File: src/rtl/ps2_keyboard_decoder.sv
// PS/2 set-2 keyboard receiver and decoder producing one-cycle editor events.
// Ports: clk, rst_n (async active-low); ps2_clk, ps2_dat (raw pins);
//        left, right, backspace (pulses); symbol (ASCII pulse, 0 = none).
// Build option: define PS2_PARITY_CHECK_EN to reject frames with bad odd parity.
module ps2_keyboard_decoder #(
    parameter int SYMBOL_WIDTH   = 7,
    parameter int TIMEOUT_CYCLES = 25175
) (
    input  logic                    clk,
    input  logic                    rst_n,
    input  logic                    ps2_clk,
    input  logic                    ps2_dat,
    output logic                    left,
    output logic                    right,
    output logic                    backspace,
    output logic [SYMBOL_WIDTH-1:0] symbol
);

    localparam int TW = $clog2(TIMEOUT_CYCLES + 1);

    typedef enum logic [1:0] {
        IDLE   = 2'd0,
        DATA   = 2'd1,
        PARITY = 2'd2,
        STOP   = 2'd3
    } state_t;

    state_t state_q, state_d;

    logic [1:0]    clk_sync_q;
    logic [1:0]    dat_sync_q;
    logic          clk_prev_q;
    logic [2:0]    bit_cnt_q, bit_cnt_d;
    logic [7:0]    shreg_q, shreg_d;
    logic [TW-1:0] tmo_q, tmo_d;
    logic          byte_valid_q, byte_valid_d;
    logic          pfail_q, pfail_d;
`ifdef PS2_PARITY_CHECK_EN
    logic          par_q, par_d;
`endif

    logic ext_q, ext_d;
    logic brk_q, brk_d;
    logic shift_q, shift_d;
    logic left_q, left_d;
    logic right_q, right_d;
    logic bs_q, bs_d;
    logic [SYMBOL_WIDTH-1:0] sym_q, sym_d;

    logic fall;
    logic sdat;
    logic tmo_hit;
    logic abort;

    assign fall    = clk_prev_q & ~clk_sync_q[1];
    assign sdat    = dat_sync_q[1];
    assign tmo_hit = (tmo_q == TW'(TIMEOUT_CYCLES));
    assign abort   = (state_q != IDLE) && tmo_hit;

    // Synchronisers idle high so reset release never fakes an edge.
    always_ff @(posedge clk or negedge rst_n) begin
        if (!rst_n) begin
            clk_sync_q <= 2'b11;
            dat_sync_q <= 2'b11;
            clk_prev_q <= 1'b1;
        end else begin
            clk_sync_q <= {clk_sync_q[0], ps2_clk};
            dat_sync_q <= {dat_sync_q[0], ps2_dat};
            clk_prev_q <= clk_sync_q[1];
        end
    end

    always_ff @(posedge clk or negedge rst_n) begin
        if (!rst_n) begin
            state_q <= IDLE;
        end else begin
            state_q <= state_d;
        end
    end

    always_comb begin
        state_d = state_q;
        if (abort) begin
            state_d = IDLE;
        end else if (fall) begin
            unique case (state_q)
                IDLE:    if (!sdat) state_d = DATA;
                DATA:    if (bit_cnt_q == 3'd7) state_d = PARITY;
                PARITY:  state_d = STOP;
                STOP:    state_d = IDLE;
                default: state_d = IDLE;
            endcase
        end
    end

    always_comb begin
        bit_cnt_d    = bit_cnt_q;
        shreg_d      = shreg_q;
        byte_valid_d = 1'b0;
        pfail_d      = 1'b0;
`ifdef PS2_PARITY_CHECK_EN
        par_d        = par_q;
`endif
        // Counter saturates at the limit instead of wrapping.
        if (state_q == IDLE || fall) begin
            tmo_d = '0;
        end else if (!tmo_hit) begin
            tmo_d = tmo_q + TW'(1);
        end else begin
            tmo_d = tmo_q;
        end
        if (fall && !abort) begin
            unique case (state_q)
                IDLE: bit_cnt_d = 3'd0;
                DATA: begin
                    shreg_d   = {sdat, shreg_q[7:1]};
                    bit_cnt_d = bit_cnt_q + 3'd1;
                end
                PARITY: begin
`ifdef PS2_PARITY_CHECK_EN
                    par_d = sdat;
`endif
                end
                STOP: begin
`ifdef PS2_PARITY_CHECK_EN
                    // Odd parity: data bits plus parity bit XOR to 1.
                    if (^{shreg_q, par_q}) begin
                        byte_valid_d = sdat;
                    end else begin
                        pfail_d = 1'b1;
                    end
`else
                    byte_valid_d = sdat;
`endif
                end
                default: ;
            endcase
        end
    end

    always_ff @(posedge clk or negedge rst_n) begin
        if (!rst_n) begin
            bit_cnt_q    <= '0;
            shreg_q      <= '0;
            tmo_q        <= '0;
            byte_valid_q <= 1'b0;
            pfail_q      <= 1'b0;
`ifdef PS2_PARITY_CHECK_EN
            par_q        <= 1'b0;
`endif
        end else begin
            bit_cnt_q    <= bit_cnt_d;
            shreg_q      <= shreg_d;
            tmo_q        <= tmo_d;
            byte_valid_q <= byte_valid_d;
            pfail_q      <= pfail_d;
`ifdef PS2_PARITY_CHECK_EN
            par_q        <= par_d;
`endif
        end
    end

    function automatic logic [6:0] ascii_of(
        input logic [7:0] code,
        input logic       shift
    );
        logic [6:0] a;
        a = 7'h00;
        case (code)
            8'h45: a = shift ? 7'h29 : 7'h30;
            8'h16: a = shift ? 7'h00 : 7'h31;
            8'h1E: a = shift ? 7'h00 : 7'h32;
            8'h26: a = shift ? 7'h00 : 7'h33;
            8'h25: a = shift ? 7'h00 : 7'h34;
            8'h2E: a = shift ? 7'h00 : 7'h35;
            8'h36: a = shift ? 7'h5E : 7'h36;
            8'h3D: a = shift ? 7'h00 : 7'h37;
            8'h3E: a = shift ? 7'h2A : 7'h38;
            8'h46: a = shift ? 7'h28 : 7'h39;
            8'h22: a = 7'h78;
            8'h4E: a = 7'h2D;
            8'h55: a = shift ? 7'h2B : 7'h00;
            8'h49: a = 7'h2E;
            8'h4A: a = 7'h2F;
            default: a = 7'h00;
        endcase
        return a;
    endfunction

    always_comb begin
        ext_d   = ext_q;
        brk_d   = brk_q;
        shift_d = shift_q;
        left_d  = 1'b0;
        right_d = 1'b0;
        bs_d    = 1'b0;
        sym_d   = '0;
        if (pfail_q) begin
            ext_d = 1'b0;
            brk_d = 1'b0;
        end else if (byte_valid_q) begin
            unique case (1'b1)
                (shreg_q == 8'hE0): ext_d = 1'b1;
                (shreg_q == 8'hF0): brk_d = 1'b1;
                default: begin
                    ext_d = 1'b0;
                    brk_d = 1'b0;
                    if (!ext_q && (shreg_q == 8'h12 ||
                                   shreg_q == 8'h59)) begin
                        shift_d = ~brk_q;
                    end else if (!brk_q) begin
                        if (ext_q) begin
                            left_d  = (shreg_q == 8'h6B);
                            right_d = (shreg_q == 8'h74);
                        end else begin
                            bs_d  = (shreg_q == 8'h66);
                            sym_d = SYMBOL_WIDTH'(ascii_of(shreg_q, shift_q));
                        end
                    end
                end
            endcase
        end
    end

    always_ff @(posedge clk or negedge rst_n) begin
        if (!rst_n) begin
            ext_q   <= 1'b0;
            brk_q   <= 1'b0;
            shift_q <= 1'b0;
            left_q  <= 1'b0;
            right_q <= 1'b0;
            bs_q    <= 1'b0;
            sym_q   <= '0;
        end else begin
            ext_q   <= ext_d;
            brk_q   <= brk_d;
            shift_q <= shift_d;
            left_q  <= left_d;
            right_q <= right_d;
            bs_q    <= bs_d;
            sym_q   <= sym_d;
        end
    end

    assign left      = left_q;
    assign right     = right_q;
    assign backspace = bs_q;
    assign symbol    = sym_q;

endmodule

File: config.mk
export PLATFORM = sky130hd
export DESIGN_NAME = ps2_keyboard_decoder
export DESIGN_NICKNAME = d
export VERILOG_FILES = /design/src/rtl/ps2_keyboard_decoder.sv
export SDC_FILE = /design/constraint.sdc
export NUM_CORES = 1
export LEC_CHECK = 0
export BUFFER_PORTS_ARGS = -buffer_cell sky130_fd_sc_hd__buf_2
export CAP_MARGIN = 25
export CORE_UTILIZATION = 43
export CTS_CLUSTER_DIAMETER = 80
export DETAILED_ROUTE_END_ITERATION = 10
export GPL_ROUTABILITY_DRIVEN = 0
export SYNTH_ARGS = -nofsm -noshare
export SYNTH_HDL_FRONTEND = slang
export SYNTH_SLANG_ARGS = --single-unit
File: constraint.sdc
create_clock -name clk -period 3.5 [get_ports clk]
set_input_delay 0.175 -clock clk [delete_from_list [all_inputs] [get_ports clk]]
set_output_delay 0.175 -clock clk [all_outputs]
set_load 0.02 [all_outputs]
* Word level (Yosys, flattened, before mapping)
Cells that the tools add are included.
** Word-level totals
- Register bits after elaboration :: 47
- Output and inout bits :: 10
- Input bits :: 4
- Logic and storage cells :: 115
** Operators by class
- $add $sub $neg :: 2
- Bitwise operators :: 6
- Equality and inequality tests :: 30
- Mux-type cells :: 44
- Reductions and logical operators :: 18
** Operator list (count)
- one-hot mux 7 bit (15 select lines) :: 1
- equality test 8 x 7 -> 1 bit, second input constant :: 10
- equality test 8 x 6 -> 1 bit, second input constant :: 7
- two-way mux 6 bit :: 7
- two-way mux 7 bit :: 6
- two-way mux 15 bit :: 2
- equality test 8 x 5 -> 1 bit, second input constant :: 3
- two-way mux 1 bit :: 17
- equality test 8 bit, second input constant :: 2
- adder 15 x 1 -> 15 bit, second input constant :: 1
- equality test 15 bit, second input constant :: 1
- two-way mux 5 bit :: 3
- two-way mux 2 bit :: 4
- one-hot mux 2 bit (4 select lines) :: 1
- AND reduction 2 bit :: 4
- != test 3 bit, second input constant :: 2
- one-hot mux 3 bit (2 select lines) :: 1
- AND reduction 3 bit :: 2
- nonzero test 2 bit :: 3
- inverter 1 bit :: 5
- equality test 2 bit, second input constant :: 2
- one-hot mux 1 bit (2 select lines) :: 2
- adder 3 x 1 -> 3 bit, second input constant :: 1
- equality test 3 bit, second input constant :: 1
- 8 further kinds :: 12

* Depth between registers and ports, before layout
- Depth in word-level cells :: 7
- Gate-level depth with buffers :: 7
- Depth with buffers taken out :: 6

* Least setup slack after synthesis
OpenSTA, ideal clock, no wires.
- Kind :: register to register
- Start point :: register tmo_q[0]
- End point :: register shreg_q[0]
- Setup slack :: 1.751 ns
- Path buffers :: 0
- Setup time :: 0.128 ns
- Arrival :: 1.621 ns
- Required time :: 3.372 ns
- Clock period less this slack :: 1.749 ns
- Cell stages (with the launch flop) :: 6
- Cells stage by stage :: dfrtp_1 > ha_1 > and2_1 > nand4_2 > o211ai_2 > mux2_1
** On the way
- Longest elaborated chain between the ends :: 5
** RTL lines
- start: declaration :: line 35 : logic [TW-1:0] tmo_q, tmo_d;
- start signal: assignment :: line 154 : tmo_q <= tmo_d;
- equality test 15 bit :: line 57 : assign tmo_hit = (tmo_q == TW'(TIMEOUT_CYCLES));
- logical AND 1 bit :: line 58 : assign abort = (state_q != IDLE) && tmo_hit;
- zero test 1 bit :: line 112 : if (fall && !abort) begin
- logical AND 1 bit :: line 112
- AND reduction 2 bit (no source line)
- end signal: assignment :: line 153 : shreg_q <= shreg_d;
- end: declaration :: line 34 : logic [7:0] shreg_q, shreg_d;
Every way passes these cells.
A chain may end at the register's enable or synchronous reset.

* Final worst setup path
- Start point :: register tmo_q[0]
- End point :: register shreg_q[5]
Same word-level chain as after synthesis.

==> summary.txt <==
Timing
  • Fin. max-slew vios: 0
  • Max-slew headroom: 0.5377
  • Fin Clk Skew: 0.009261 ns
  • RSZ-0062 raised after global routing: no
  • Final hold slack: 0.2236 ns
  • Final period util: 0.6303
  • Final Setup Violations: 0
  • Final worst slack: 1.294 ns
  • Worst Tran Pin Value: 0.6915 ns
  • TNS Setup: 0 ns
  • Fmax: 453.3 MHz
  • Hold Vio Cnt, Final: 0
  • Tmin final: 2.206 ns

Setup path
  • CP Data Arrival Time: 2.38 ns
  • Reg-to-reg setup timing slack: 1.29 ns
  • Worst setup SP type: flip-flop
  • Worst r2r path cells: 5
  • Crit path kind: reg -> reg
  • Crit path capture type: flip-flop
  • Worst path slowest cell: o211ai_2
  • Worst path max stage delay: 0.64 ns
  • Reg-to-Reg Start: tmo_q[0]$_DFFE_PN0P_
  • Crit-path cells: ha_1 > and2_1 > nand4_2 > o211ai_2 > mux2_1
  • CP Data Required Time: 3.68 ns
  • Crit path max fanout: 17
  • R2r endpoint: shreg_q[5]$_DFFE_PN0P_

Logic synthesis
  • Synth top cells by count: 42 x dfrtp_1, 26 x nor2_1, 23 x nand2_1
  • Async SR Flop Fraction: 1.000
  • Number of flops mapped to enable cells by yosys: 0
  • Avg Inst Size Synth: 10.06 sq um
  • Post-Synthesis Cells: 258
  • Syn_nets: 269
  • Yosys reg bits: 47
  • Yosys warns: 0
  • Largest area contributor in the synthesized netlist: dfrtp_1
  • Top area cells in the synthesized netlist: dfrtp_1 41%, dfstp_2 5.1%, nor2_1 3.8%
  • Most common cell in the synthesized netlist: dfrtp_1
  • Sequential area share after synthesis: 0.4556
  • Post-synth top flop: dfrtp_1
  • Cell area after synthesis: 2595 sq um
  • Post-synth top area share: 0.4050
  • Synth unique cells: 58

Layout
  • Number of fill cells: 527
  • Post-route cell area: 2872 sq um
  • N_diodes: 0
  • Post-layout util: 0.5060
  • Area growth syn-to-layout: 10.66%
  • # nets final: 280
  • Share of cells above drive strength 1: 0.1444

CTS
  • Clock transition at the registers of the reported paths: 0.09 ns
  • CTS Buf Count: 5
  • Clk Latency, worst-skew pair: 0.30 ns
  • # hold bufs at CTS: 2
  • CTS tree: done
  • CTS root buf: clkbuf_8
  • Clock sink count: 47
  • Setup Buffers After CTS: 0
  • Post-CTS Resized: 0
  • CTS Buffer Depth: 2
  • H-tree Lvls: 2

Drt
  • Post-Route WL: 5.068 mm
  • Via count: 1,926
  • First-pass DRT Iterations: 4
  • Via/cell ratio: 5.632
  • DRC Markers: 0
  • ANT nets after route: 0
  • Drt wl/cell: 14.82 um
  • DRT iter0 DRCs: 227

Die
  • Rows: 27
  • Top-level port count: 14
  • Core ar.: 5675 sq um
  • Die Height: 79.69 um
  • Die ar.: 6350 sq um
  • Starting Density: 0.4572
  • Die X: 79.69 um

Global routing
  • Met3 GRT Util: 0.03429
  • Initial antenna violation count: 0
  • Gr usage total: 0.1804
  • Grt ovf: 0
  • Routing usage on met2: 0.2735
  • Global routing usage on met1: 0.2496
  • Largest net degree at the start of global routing: 48
  • First-pass GRT wire length: 8.880 mm
  • Vias in the first global route: 1,827
  • GRT busiest layer: met2

Power and ir drop
  • Max IR drop VDD: 0.3721 mV
  • P per Cell Area: 618.6 nW/um^2
  • Leak: 1.264 nW

Placed design
  • I/O Buffers: 13
  • Detailed placement HPWL: 3.492 mm
  • Setup Slack @ Placement: 1.305 ns
  • Placed cell areas: 2689 sq um

Run status
  • Status: finished, final reports clean

Worst hold path
  • Min-Delay Path Class: in -> async

Run
  • Max-cap violations: 0
==> cells by family after synthesis <==
family	Yosys count	share of synthesized area
compound gates	48	0.1374
xor+xnor	12	0.04050
fa+ha+maj	7	0.03375
buf+inv	24	0.03953
flops	47	0.4556
mux	9	0.03713
simple gates	111	0.2560
==> layer usage <==
metal  wire, um  share of wire
met1       2464           0.49
met2       2258           0.45
met3        274          0.054
met4         71          0.014
met5          0              0
==> final cells by class <==
cell class	count	area (sq um)	area share
clock buffer	6	72.57	0.02527
clock inverter	2	60.06	0.02092
inverter	11	41.29	0.01438
multi-input combinational	187	1310	0.4562
sequential	47	1182	0.4118
tap	72	90.09	0.03137
timing repair buffer	17	115.1	0.04009
==> metrics by stage <==
stage | power, mW | std cells
2_1_floorplan | 1.212 | 258
3_3_place_gp | 1.316 | 330
3_5_place_dp | 1.319 | 330
4_1_cts | 1.783 | 340
5_1_grt | 1.911 | 342
6_report | 1.776 | 342
==> power breakdown <==
part           leakage (nW)  internal, mW  switching [mW]  total, mW
registers             0.619         0.639           0.227      0.866
logic                 0.580         0.203           0.252      0.454
clock network        0.0654         0.285           0.171      0.457
total                  1.26          1.13           0.649       1.78
==> how the worst max path moves through the flow <==
stage	startpoint	cells past startpoint	end
CTS	tmo_q[0]$_DFFE_PN0P_	5	shreg_q[0]$_DFFE_PN0P_
floorplan	tmo_q[0]$_DFFE_PN0P_	5	shreg_q[0]$_DFFE_PN0P_
global route	tmo_q[0]$_DFFE_PN0P_	5	shreg_q[5]$_DFFE_PN0P_
finish	tmo_q[0]$_DFFE_PN0P_	5	shreg_q[5]$_DFFE_PN0P_
global placement	tmo_q[0]$_DFFE_PN0P_	5	shreg_q[5]$_DFFE_PN0P_
detailed placement	tmo_q[0]$_DFFE_PN0P_	5	shreg_q[0]$_DFFE_PN0P_
==> cells in the final DEF (no fill, tap or decap), types with 3 or more instances in the layout <==
cell and count:
xnor2_1 3, nor2_1 26, nor2b_1 8, o21ai_0 9, nand4_1 8, and2_1 3, clkbuf_8 5, mux2i_1 4
dfrtp_1 42, nand2_1 23, nor3_1 3, dfstp_2 5, a31oi_1 4, buf_2 13, nor3b_1 4, a21oi_1 7
a32oi_1 4, ha_1 7, nor4b_2 3, and3_1 5, dlygate4sd3_1 3, o21ai_1 4, nand3_1 9, xor2_1 9
inv_1 11, mux2_1 5
==> critical path, delay by kind of cell, from the launching register on <==
kind,cells,cell delay (ns)
mux,1,0.38
flops,1,0.40
compound gates,1,0.64
simple gates,2,0.43
fa+ha+maj,1,0.22
==> sequential cells by signal, summed over array words and instances (netlist names) <==
| name | count |
|---|---|
| symbol | 7 |
| clk_sync_q | 2 |
| bit_cnt_q | 3 |
| tmo_q | 15 |
| left | 1 |
| ext_q | 1 |
| state_q | 2 |
| clk_prev_q | 1 |
| brk_q | 1 |
| right | 1 |
| shift_q | 1 |
| shreg_q | 8 |
| byte_valid_q | 1 |
| backspace | 1 |
| dat_sync_q | 2 |
Power figures use the tool's default switching activity.
